`src/rtl/attopu_run_ctrl.sv`:
```
// Run controller for the attopu core: loads a program image into
// instruction memory, then sequences processor reset/enable through
// run, single-step, halt and breakpoint stops.
module attopu_run_ctrl #(
    parameter int ADDR_W = 8
) (
    input  logic              clk_i,
    input  logic              rst_ni,
    input  logic              ld_valid_i,
    output logic              ld_ready_o,
    input  logic [15:0]       ld_data_i,
    input  logic              ld_last_i,
    input  logic              cmd_run_i,
    input  logic              cmd_step_i,
    input  logic              cmd_halt_i,
    input  logic              cmd_load_i,
    input  logic              bp_en_i,
    input  logic [15:0]       bp_addr_i,
    input  logic [15:0]       pc_i,
    output logic              imem_we_o,
    output logic [ADDR_W-1:0] imem_addr_o,
    output logic [15:0]       imem_wdata_o,
    output logic              cpu_rst_o,
    output logic              cpu_en_o,
    output logic [2:0]        state_o,
    output logic [ADDR_W:0]   load_count_o,
    output logic              step_done_o,
    output logic              bp_hit_o
);

    localparam int DEPTH = 2 ** ADDR_W;

    typedef enum logic [2:0] {
        S_LOAD = 3'd0,
        S_IDLE = 3'd1,
        S_RUN  = 3'd2,
        S_HALT = 3'd3,
        S_STEP = 3'd4
    } state_e;

    state_e          state_q, state_d;
    logic [ADDR_W:0] cnt_q, cnt_d;
    logic            ld_ready_q, cpu_rst_q, resume_q, step_done_q, bp_hit_q;
    logic            accept, in_exec, bp_match, last_slot;

    assign accept    = ld_valid_i && ld_ready_q;
    assign last_slot = (cnt_q == (ADDR_W+1)'(DEPTH - 1));
    assign in_exec   = (state_q == S_RUN) || (state_q == S_STEP);
    // The first enabled cycle after a resume skips the match so the core
    // can execute the instruction it stopped on.
    assign bp_match  = in_exec && bp_en_i && (pc_i == bp_addr_i) && !resume_q;

    assign ld_ready_o   = ld_ready_q;
    assign imem_we_o    = accept;
    assign imem_addr_o  = cnt_q[ADDR_W-1:0];
    assign imem_wdata_o = ld_data_i;
    assign cpu_rst_o    = cpu_rst_q;
    assign cpu_en_o     = in_exec && !bp_match;
    assign state_o      = state_q;
    assign load_count_o = cnt_q;
    assign step_done_o  = step_done_q;
    assign bp_hit_o     = bp_hit_q;

    // Next-state decode; halt > load > step > run, illegal commands ignored.
    always_comb begin
        state_d = state_q;
        cnt_d   = cnt_q;
        case (state_q)
            S_LOAD: begin
                if (accept) begin
                    cnt_d = cnt_q + 1'b1;
                    if (ld_last_i || last_slot) state_d = S_IDLE;
                end
            end
            S_IDLE, S_HALT: begin
                if (cmd_load_i)      state_d = S_LOAD;
                else if (cmd_step_i) state_d = S_STEP;
                else if (cmd_run_i)  state_d = S_RUN;
            end
            S_RUN:   if (cmd_halt_i || bp_match) state_d = S_HALT;
            S_STEP:  state_d = S_HALT;
            default: state_d = S_IDLE;
        endcase
        if (state_d == S_LOAD && state_q != S_LOAD) cnt_d = '0;
    end

    // State, counter and registered control outputs.
    always_ff @(posedge clk_i or negedge rst_ni) begin
        if (!rst_ni) begin
            state_q     <= S_LOAD;
            cnt_q       <= '0;
            ld_ready_q  <= 1'b0;
            cpu_rst_q   <= 1'b1;
            resume_q    <= 1'b0;
            step_done_q <= 1'b0;
            bp_hit_q    <= 1'b0;
        end else begin
            state_q     <= state_d;
            cnt_q       <= cnt_d;
            ld_ready_q  <= (state_d == S_LOAD);
            cpu_rst_q   <= (state_d == S_LOAD) || (state_d == S_IDLE);
            resume_q    <= (state_q == S_HALT) &&
                           ((state_d == S_RUN) || (state_d == S_STEP));
            step_done_q <= (state_q == S_STEP) && !bp_match;
            if (bp_match)
                bp_hit_q <= 1'b1;
            else if (state_q == S_HALT && state_d != S_HALT)
                bp_hit_q <= 1'b0;
        end
    end

endmodule

```
`config.mk`:
```
export PLATFORM = sky130hd
export DESIGN_NAME = attopu_run_ctrl
export DESIGN_NICKNAME = d
export VERILOG_FILES = /design/src/rtl/attopu_run_ctrl.sv
export SDC_FILE = /design/constraint.sdc
export NUM_CORES = 1
export LEC_CHECK = 0
export BUFFER_PORTS_ARGS = -buffer_cell sky130_fd_sc_hd__buf_4
export CORE_MARGIN = 3
export CORE_UTILIZATION = 25
export CTS_BUF_LIST = sky130_fd_sc_hd__clkbuf_4 sky130_fd_sc_hd__clkbuf_8 sky130_fd_sc_hd__clkbuf_16
export DETAILED_ROUTE_END_ITERATION = 6
export SLEW_MARGIN = 10
export SYNTH_ARGS = -nofsm -noshare
export SYNTH_HDL_FRONTEND = slang
export SYNTH_SLANG_ARGS = --single-unit
```
`constraint.sdc`:
```
create_clock -name clk_i -period 3.8 [get_ports clk_i]
set_input_delay 0.19 -clock clk_i [delete_from_list [all_inputs] [get_ports clk_i]]
set_output_delay 0.19 -clock clk_i [all_outputs]
set_load 0.01 [all_outputs]
```
==> flow_summary.toml <==
[synthesis]
synthCells = 135
syn-cell-area_um2 = 1254
synth_cell_types = 35
synth_area_leader_cell = "dfrtp_1"
synth.avg_cell_area_um2 = 9.287
synth_warnings = 0
seq_area_frac_synth = 0.3403
synth_edf_count = 0
syn_nets = 194
synth_top_area_frac = 0.3194
synth.area.top_cells = "dfrtp_1 32%, buf_4 14%, xor2_1 10%"
ys.flop_type = "dfrtp_1"
synth-async-reset-ratio = 1.000
synth-seq-cells = 17

[setup_path]
critical_path.endpoint_type = "flip-flop"
critPathRequiredTime_ns = 3.97
cp_slowest_stage_delay_ns = 0.48
cp_top_family = "simple AND/OR/NAND/NOR gates"
rr_startpoint = "load_count_o[2]$_DFFE_PN0P_"
path_buf_inv = 0
critPathMostFrequentCell = "and3_1"
arrival_ns = 2.38
path_cells = "and3_1 -> and3_1 -> and3_1 -> ha_1 -> nor2_1 -> nor4b_1 -> nor3_2 -> nand3b_1 -> o21ai_0"
critPathSlowestCell = "nor4b_1"
critical_path.startpoint = "load_count_o[2]$_DFFE_PN0P_"
worst_setup_path_start_kind = "flip-flop"
path_class = "reg2reg"
cp_max_fo = 9

[cts]
clk_pin_slew_worst_paths_ns = 0.07
numCtsBuffers = 3
clk_latency_ns = 0.25
cts_tree = "built"
clockBufferDepth = 2
cts.htree.levels = 1
cts_setup_buffers = 0
root_buffer = "clkbuf_8"
clkSinkCount = 17

[job]
maxCapViolCount = 0

[die]
rows = 25
io_pins = 99
fp.dieW_um = 76.82
initial_core_util = 0.2620
core_um2 = 4786
die_h_um = 76.82
dieArea_um2 = 5901

[detailed_routing]
routed_wl_mm = 2.958
drt_first_pass_iters = 4
vias_per_cell = 4.305
drt_iter0_drc = 53
vias = 1059
route.antenna.remaining_nets = 0
route.detailed.drc = 0
wire_per_inst_um = 12.02

[finish]
stdcell_count = 246
final_nets = 239
layout-drive-gt1-share = 0.4302
finalInstanceArea_um2 = 1682
diodes = 0
final_common_cell = "buf_4"
area_delta_synth_final_pct = 34.13
mostFrequentLayoutCells = "66 x buf_4, 16 x dfrtp_1, 15 x xor2_1"

[sta]
fmax_ghz = 0.4518
fin_crit_ns = 2.214
final_hold_viol_count = 0
final.period_utilization = 0.5825
setup_violations = 0
relSlewSlack = 0.6093
fin_ws_ns = 1.586
rsz0062_at_grt = "false"
skew_ns = 0.001450
tightest_slew_ns = 0.5817
slew_violations = 0
tns_ns = 0

[power]
p_leak_nw = 0.8414
clock_power_share = 0.160
seqPwrFrac = 0.373
internal_power_mw = 0.5147
power_switching_share = 0.3881
power_density_nw_per_um2 = 500.2
vdd_drop_max_mv = 0.1611
p_switching_mw = 0.3264
p_comb_frac = 0.467
total_power_mw = 0.8411

[grt]
grt_overflow = 0
grt_pass1_vias = 1096
grt_max_degree = 18
grtUsageTotal = 0.1013
antenna_found_initial = 0
grt_pass1_wl_mm = 4.954

[place]
pre_cts_ws_ns = 1.607
place.port_buffers = 66
postPlaceCellArea_um2 = 1625
hpwl_mm = 2.401
place.gp.congestion = 0.7311
dpl.cell_count = 241

[run_status]
status = "finished clean"

[worst_hold_path]
hold_path.class = "in2reg"
min_from = "cmd_step_i"
[cells in the mapped netlist (2+ instances only)]
library cell  instances
xnor2_1               6
nor3_1                4
ha_1                  2
xor2_1               15
nand3b_1              3
or3_1                 2
nand2_1               7
nor4_1                3
buf_6                 2
inv_1                 4
a21oi_1               3
buf_4                24
nor2_1               12
dfrtp_1              16
nand4_1               5
o21ai_0               5
and3_1                3
nor2b_1               2
[cell type report]
cell class | count | area [um2]
Fill cell | 480 | 3104
Clock buffer | 3 | 41.29
Inverter | 4 | 15.01
Clock inverter | 1 | 5.005
Multi-Input combinational cell | 87 | 604.3
Sequential cell | 17 | 426.7
Timing Repair Buffer | 67 | 505.5
Tap cell | 67 | 83.83
[flip-flops by register name (all words and copies together), names as in the netlist]
| register | flops |
|---|---|
| step_done_o | 1 |
| state_o | 3 |
| resume_q | 1 |
| bp_hit_o | 1 |
| ld_ready_o | 1 |
| load_count_o | 9 |
| cpu_rst_o | 1 |
[worst paths after layout]
check / depth (start not counted) / to / slack [ns]
max: 9 / load_count_o[6]$_DFFE_PN0P_ / 1.59
min: 2 / state_o[2]$_DFF_PN0_ / 0.23
max reg2reg: 9 / load_count_o[6]$_DFFE_PN0P_ / 1.59
min reg2reg: 1 / load_count_o[6]$_DFFE_PN0P_ / 0.56
max in group asynchronous: 2 / cpu_rst_o$_DFF_PN1_ / 3.22
min in group asynchronous: 2 / load_count_o[6]$_DFFE_PN0P_ / 0.33
[cell families after synthesis]
| kind of cell | Yosys count | share of synthesized area |
|---|---|---|
| and+or+nand+nor | 49 | 0.2295 |
| buffers and inverters | 31 | 0.1776 |
| xor gates and xnor gates | 21 | 0.1467 |
| DFF | 17 | 0.3403 |
| AOI/OAI and AO/OA | 14 | 0.07785 |
| adders and majority gates | 2 | 0.01996 |
| muxes | 1 | 0.007984 |
[metrics by stage]
| step | hold WS, ns | utilization |
|---|---|---|
| final | 0.2303 | 0.3514 |
| after detailed placement | 0.06736 | 0.3396 |
| after global routing | 0.2350 | 0.3514 |
| after floorplan | -0.1056 | - |
| after global placement | 0.06539 | 0.3396 |
| after CTS | 0.2231 | 0.3514 |
[timing repair]
action	4_1_cts	5_1_grt
endpoints found under the setup margin	0	0
resized for setup	0	0
endpoints found under the hold margin	16	0
hold buffers	1	0
[worst reg2reg max path: cells and delay by family, from the launching register on]
kind                       cells  cell delay, ns
DFF                            1            0.44
AOI/OAI and AO/OA              1            0.07
and+or+nand+nor                7            1.49
adders and majority gates      1            0.14
[layer usage]
metal / vias to the layer above / global-route usage / part of all wire / routed length, um
li1: 524 / - / - / -
met1: 491 / 0.1191 / 0.40 / 1196
met2: 36 / 0.1707 / 0.51 / 1516
met3: 8 / 0.01995 / 0.060 / 178
met4: 0 / 0.05797 / 0.022 / 66
met5: - / 0 / 0 / 0
[power groups by stage]
stage | sequential [mW] | clock, mW | combinational, mW
CTS | 0.314 | 0.138 | 0.400
floorplan | 0.299 | 0 | 0.269
detailed placement | 0.316 | 0 | 0.397
global placement | 0.316 | 0 | 0.398
finish | 0.314 | 0.134 | 0.393
global route | 0.324 | 0.145 | 0.432
Note: power is estimated with default switching activity, not from simulation.
